[src/rtl/mix_col_seq_pkg.sv]
// Shared definitions for the MixColumns sequencer: FSM encoding, widths, byte access.
// Latency: n/a (types and pure functions only).
// Backpressure: n/a.
// Contents: state_t (IDLE/FEED/WAIT/DONE), AES_STATE_W, BYTE_W, COL_W, state_byte().
package mix_col_seq_pkg;

    localparam int AES_STATE_W = 128;
    localparam int BYTE_W      = 8;
    localparam int COL_W       = 4 * BYTE_W;

    typedef enum logic [1:0] {
        ST_IDLE = 2'd0,
        ST_FEED = 2'd1,
        ST_WAIT = 2'd2,
        ST_DONE = 2'd3
    } state_t;

    // Byte k of a column-major state; byte 0 sits in the top bits.
    // A left shift avoids a variable part-select and keeps widths exact.
    function automatic logic [BYTE_W-1:0] state_byte(input logic [AES_STATE_W-1:0] s,
                                                     input logic [3:0]             k);
        logic [AES_STATE_W-1:0] sh;
        sh = s << {k, 3'b000};
        return sh[AES_STATE_W-1 -: BYTE_W];
    endfunction

endpackage

[src/rtl/mix_col_seq.sv]
// Sequencer feeding a byte-serial MixColumns datapath and reassembling the transformed state.
// Latency: out_valid 4*(4+MC_LAT)+1 cycles after the accept edge (21 for MC_LAT=1).
// Backpressure: in_ready high only in IDLE; result held in DONE until out_ready.
// Ports: clk/rst (async, active high); in_valid/in_ready/in_state/in_mode (request);
//        mc_d_out/mc_en/mc_mode (to datapath); mc_d0_in..mc_d3_in (column result rows 0..3);
//        out_valid/out_ready/out_state (response, same byte layout as in_state).
module mix_col_seq
    import mix_col_seq_pkg::*;
#(
    parameter int MC_LAT = 1
) (
    input  logic                   clk,
    input  logic                   rst,
    input  logic                   in_valid,
    output logic                   in_ready,
    input  logic [AES_STATE_W-1:0] in_state,
    input  logic                   in_mode,
    output logic [BYTE_W-1:0]      mc_d_out,
    output logic                   mc_en,
    output logic                   mc_mode,
    input  logic [BYTE_W-1:0]      mc_d0_in,
    input  logic [BYTE_W-1:0]      mc_d1_in,
    input  logic [BYTE_W-1:0]      mc_d2_in,
    input  logic [BYTE_W-1:0]      mc_d3_in,
    output logic                   out_valid,
    input  logic                   out_ready,
    output logic [AES_STATE_W-1:0] out_state
);

    localparam logic [1:0] LAT_LAST = 2'(MC_LAT - 1);

    state_t                 state;
    logic [AES_STATE_W-1:0] src;
    logic [1:0]             beat;
    logic [1:0]             col;
    logic [1:0]             lat;

    // All outputs are registered: mc_en/mc_d_out describe the beat presented in the
    // current cycle, so each transition loads the value for the following cycle.
    always_ff @(posedge clk or posedge rst) begin
        if (rst) begin
            state     <= ST_IDLE;
            src       <= '0;
            beat      <= '0;
            col       <= '0;
            lat       <= '0;
            in_ready  <= 1'b0;
            mc_en     <= 1'b0;
            mc_d_out  <= '0;
            mc_mode   <= 1'b0;
            out_valid <= 1'b0;
            out_state <= '0;
        end else begin
            case (state)
                ST_IDLE: begin
                    in_ready <= 1'b1;
                    if (in_valid && in_ready) begin
                        src      <= in_state;
                        mc_mode  <= in_mode;
                        col      <= 2'd0;
                        beat     <= 2'd0;
                        in_ready <= 1'b0;
                        mc_en    <= 1'b1;
                        mc_d_out <= state_byte(in_state, 4'd0);
                        state    <= ST_FEED;
                    end
                end
                ST_FEED: begin
                    if (beat == 2'd3) begin
                        mc_en    <= 1'b0;
                        mc_d_out <= '0;
                        lat      <= 2'd0;
                        state    <= ST_WAIT;
                    end else begin
                        beat     <= beat + 2'd1;
                        mc_d_out <= state_byte(src, {col, beat + 2'd1});
                    end
                end
                ST_WAIT: begin
                    if (lat == LAT_LAST) begin
                        // Result has settled: store it into this column's slot.
                        for (int c = 0; c < 4; c++) begin
                            if (col == c[1:0]) begin
                                out_state[AES_STATE_W-1-COL_W*c -: COL_W] <=
                                    {mc_d0_in, mc_d1_in, mc_d2_in, mc_d3_in};
                            end
                        end
                        if (col == 2'd3) begin
                            out_valid <= 1'b1;
                            state     <= ST_DONE;
                        end else begin
                            col      <= col + 2'd1;
                            beat     <= 2'd0;
                            mc_en    <= 1'b1;
                            mc_d_out <= state_byte(src, {col + 2'd1, 2'd0});
                            state    <= ST_FEED;
                        end
                    end else begin
                        lat <= lat + 2'd1;
                    end
                end
                ST_DONE: begin
                    if (out_ready) begin
                        out_valid <= 1'b0;
                        in_ready  <= 1'b1;
                        state     <= ST_IDLE;
                    end
                end
                default: begin
                    state <= ST_IDLE;
                end
            endcase
        end
    end

endmodule

[config.mk]
export PLATFORM = sky130hd
export DESIGN_NAME = mix_col_seq
export DESIGN_NICKNAME = d
export VERILOG_FILES = /design/src/rtl/mix_col_seq_pkg.sv /design/src/rtl/mix_col_seq.sv
export SDC_FILE = /design/constraint.sdc
export NUM_CORES = 1
export LEC_CHECK = 0
export CAP_MARGIN = 20
export CORE_MARGIN = 2
export CORE_UTILIZATION = 55
export CTS_CLUSTER_SIZE = 28
export DETAILED_ROUTE_END_ITERATION = 8
export DONT_BUFFER_PORTS = 1
export GPL_TIMING_DRIVEN = 0
export MAX_ROUTING_LAYER = met4
export PLACE_DENSITY = 0.75
export RECOVER_POWER = 100
export SYNTH_ARGS = -nofsm -noshare
export SYNTH_HDL_FRONTEND = slang
export SYNTH_SLANG_ARGS = --single-unit
[constraint.sdc]
create_clock -name clk -period 13.7 [get_ports clk]
set_input_delay 3.425 -clock clk [delete_from_list [all_inputs] [get_ports clk]]
set_output_delay 3.425 -clock clk [all_outputs]
set_load 0.01 [all_outputs]
==> run summary <==
The combined global-route utilization of all metal layers came out at 0.275. The portion of the post-synthesis area used by sequential elements came out at 0.574. For the worst-skew pair, the clock arrives at the later sink with an insertion delay of 540 ps. The total I/O pin count is 305. The placed standard-cell area came out at 12400 um2. The maximum buffer depth of the clock tree is 3. The power share of the clock group came out at 0.228. The total of endpoints with negative setup slack in the final report is 0.

The internal power consumption came out at between 0.002 and 0.0025 W. Once the clock tree was built, the setup fixing pass inserted 0 buffers. At the end of routability-driven placement, the weighted congestion stood at between 0.9 and 1. The number of buffers created by CTS is 29.

Yosys printed 0 warnings. The maximum fanout along the worst path came out at 83. The area of the mapped netlist came out at 12000 um2. Walking the worst path, the cells encountered are clkinvlp_2. The worst setup path category is input pin to asynchronous set/reset pin. The routed layout has 7144 vias. The signal arrival time at the worst endpoint is around 5500 ps. The post-route clock skew is 11.3 ps. Setup total negative slack on the finished layout was measured at 0 ps. The total number of nets in the final design is slightly above 1000. The detail-routed net length per standard cell came out at 26.9 um.

Of the total power, registers draw 0.448. The count of buffers from port buffering is 0. The die is around 150 um wide. The element type at the critical path end is an asynchronous set/reset pin. The area share of xor/xnor cells in the synthesized design came out at 0. The max-slew violation count came to 82. Excluding fillers, the count of instances in the completed layout stands at 1153. The design area came out at 13500 um2.

Of the cells placed in the final design, the portion with a size suffix greater than 1 is 0.224. The maximum resistive drop on vdd came out at 0.152 mV. The floorplan die height came out at between 150 and 200 um. Headroom to the max-slew limit came out at -1.45. Of the available clock period, the critical path in the final layout requires 0.401. The net count of the mapped netlist is roughly 980.

Among all flip-flop cells after synthesis, the most frequent one is sky130_fd_sc_hd__dfrtp_1. The simple logic cell fraction of the synthesized area came out at 0.0262. The pin count of the biggest net entering global routing came out at 111. The number of buffers and inverters on the critical path is 1.

The number of rows in the core area came out at 54. After synthesis, the largest family of logic cells by area is multiplexers. Dividing the synthesized area by the synthesized cell count gives 14.9 um2.

The total power density per cell area is 273 nW/um2. The post-synthesis cell count is 805. The cell leakage power is 5.64 nW. The number of DRC violations after detailed-routing iteration 0 came out at 418. The kind of start point of the critical path is an input pin. The final reports fail on max-capacitance violations, max-slew violations. Wires add up to 31.0 mm. The setup slack of the critical path after layout came out at between 8000 and 9000 ps.

The floorplan step defined a die boundary enclosing roughly 23000 um2. The clock transition at the registers of the reported paths is 60 ps. The cell family contributing the most delay on the critical path is buffers and inverters. The run finished, with violations left. The initial utilization of the core area, before any placement, comes to 0.556. The number of placed instances, taps included, is around 1100. Yosys mapped a number of flops with a built-in enable equal to 0.

The number of max-cap violations came out at 1. The largest single stage delay on the critical path is 2020 ps. The H-tree depth came out at 1. The number of gates resized after CTS came out at 0. The number of antenna violations at the first check in global routing was 14. The synthesized flop and latch total came out at 276. Hold repair after CTS inserted 0 buffers. Summed over all nets, the switching power comes to 0.00131 W.

The number of detailed-route iterations in the first pass is 5. The share of synthesized registers carrying an async set or reset came out at 1.00. Setup repair after global routing left no endpoint under its margin. The global-route wire length before repair came out at 47.8 mm.

The clock tree from TritonCTS is built. The hold violation count in the final report was 0. In this run the worst hold path is classified as register to register. The maximum clock rate is 182 MHz. The count of antenna-violating nets left after detailed routing is 0. Among all stages on the critical path, the largest delay is contributed by sky130_fd_sc_hd__clkinvlp_2.

In the routed design, unresolved DRC markers number 0. CTS saw 276 sinks. The total congestion overflow came out at 0. The required time of the critical path came out at 13710 ps. The area fraction in compound gates after synthesis is 0.0487. After layout, the minimum clock period comes to roughly 5500 ps. The transition time at the pin with the least slew margin came out at 3650 ps. The switching power share of the total came out at 0.355. Synthesis instantiated 39 different standard cells from the library. The routed via count divided by cell count came out at 6.20.

At the placement stage, the worst setup path has a slack of 8810 ps. The filler cells instantiated in the layout total 1601. The floorplan core area came out at 21600 um2. The proportion of power drawn by combinational gates came out at 0.323.

The via count of the first global-routing pass was approximately 7700. The fraction of synthesized area in multiplexers is 0.313. The tree is rooted in a sky130_fd_sc_hd__clkbuf_16. Of the total synthesized cell area, the portion taken by full adders, half adders and majority gates is 0.0114. The final HPWL from detailed placement is roughly 23 mm. The completed layout was analyzed and its total power is 0.00368 W. The relative area change from synthesis to final layout came out at 11.9%.
-- worst reg2reg max path: stages (launching register included) --
cell	delay (ps)
sky130_fd_sc_hd__dfrtp_1	440
sky130_fd_sc_hd__inv_1	110
sky130_fd_sc_hd__ha_1	260
sky130_fd_sc_hd__a21boi_0	200
sky130_fd_sc_hd__a211oi_1	1110
sky130_fd_sc_hd__clkbuf_1	490
sky130_fd_sc_hd__a21oi_1	120
sky130_fd_sc_hd__a31o_1	210
-- final cells by class --
cell class                      instances  area, um2  area share
Antenna cell                           14       35.0     0.00260
Buffer                                 48        262      0.0194
Clock buffer                           37        786      0.0584
Clock inverter                         15        241      0.0179
Inverter                               10       38.8     0.00288
Multi-Input combinational cell        471       4790       0.356
Sequential cell                       276       6910       0.513
Tap cell                              280        350      0.0260
Timing Repair Buffer                    2       55.1     0.00409
-- synthesized netlist by cell type, drive strengths merged, types with 2 or more instances --
cell | number | area [um2]
a22oi | 8 | 60.1
a21oi | 19 | 95.1
o22ai | 10 | 62.6
nand3 | 5 | 25.0
mux2i | 29 | 290
o21ai | 9 | 45.0
and3 | 8 | 50.1
inv | 10 | 37.5
o211ai | 8 | 60.1
buf | 42 | 256
nor2b | 4 | 25.0
a22o | 3 | 26.3
ha | 11 | 138
mux2 | 261 | 2940
nand2b | 10 | 62.6
nor2 | 11 | 43.8
mux4 | 24 | 541
clkbuf | 6 | 22.5
nor3 | 2 | 10.0
dfrtp | 276 | 6910
a2bb2oi | 16 | 140
o2bb2ai | 3 | 26.3
nand2 | 21 | 78.8
-- logic make-up after synthesis --
family	after synthesis
compound gates	82
fa+ha+maj	11
mux	314
simple gates	64
flops	276
buf+inv	58
-- flip-flops by register name, indices dropped and copies added, names as in the netlist --
| signal | cells |
|---|---|
| out_valid | 1 |
| src | 128 |
| col | 2 |
| state | 2 |
| in_ready | 1 |
| mc_en | 1 |
| beat | 2 |
| out_state | 128 |
| mc_d_out | 8 |
| lat | 2 |
| mc_mode | 1 |
-- cells in the final DEF, fill, tap and decap left out, types with 5 or more instances in the layout --
cell	instances
sky130_fd_sc_hd__clkbuf_1	26
sky130_fd_sc_hd__buf_2	17
sky130_fd_sc_hd__mux2i_1	29
sky130_fd_sc_hd__o21ai_0	9
sky130_fd_sc_hd__clkbuf_16	29
sky130_fd_sc_hd__a22oi_1	8
sky130_fd_sc_hd__bufinv_16	6
sky130_fd_sc_hd__inv_1	8
sky130_fd_sc_hd__mux2_1	173
sky130_fd_sc_hd__ha_1	11
sky130_fd_sc_hd__nand2_1	21
sky130_fd_sc_hd__nand3_1	5
sky130_fd_sc_hd__a2bb2oi_1	16
sky130_fd_sc_hd__and3_1	8
sky130_fd_sc_hd__mux4_2	24
sky130_fd_sc_hd__o22ai_1	10
sky130_fd_sc_hd__diode_2	14
sky130_fd_sc_hd__dfrtp_1	276
sky130_fd_sc_hd__clkinvlp_4	5
sky130_fd_sc_hd__buf_4	5
sky130_fd_sc_hd__mux2_2	88
sky130_fd_sc_hd__o211ai_1	8
sky130_fd_sc_hd__a21oi_1	19
sky130_fd_sc_hd__nand2b_1	10
sky130_fd_sc_hd__nor2_1	10
-- worst paths after layout --
path	start	end	slack (ps)	depth (start not counted)
worst max-delay path	rst	out_state[35]	8200	1
worst min-delay path	src[37]	src[37]	490	1
worst max register to register	state[0]	beat[0]	10650	7
worst min register to register	src[37]	src[37]	490	1
max in group clk	in_valid	beat[0]	8610	5
min in group asynchronous	rst	out_state[82]	3850	1
-- through the flow --
| step | utilization | hold slack [ps] |
|---|---|---|
| CTS | 0.623 | 494 |
| detailed placement | 0.576 | 480 |
| global placement | 0.573 | 474 |
| global route | 0.623 | 514 |
| floorplan | - | 459 |
| finish | 0.623 | 491 |
-- power by group through the flow --
stage	logic (W)	clock network, W	registers, W
3_5_place_dp	0.00120	0	0.00166
4_1_cts	0.00120	0.000848	0.00165
3_3_place_gp	0.00114	0	0.00163
6_report	0.00119	0.000840	0.00165
5_1_grt	0.00129	0.000884	0.00169
2_1_floorplan	0.000933	0	0.00152
-- layer usage --
layer,vias up,GRT usage,share of wire
met3,72,0.0973,0.099
met5,-,-,0
met4,0,0.0859,0.030
li1,3024,-,-
met1,3703,0.325,0.38
met2,345,0.444,0.49
No activity file was read; power rests on OpenSTA's default activity.
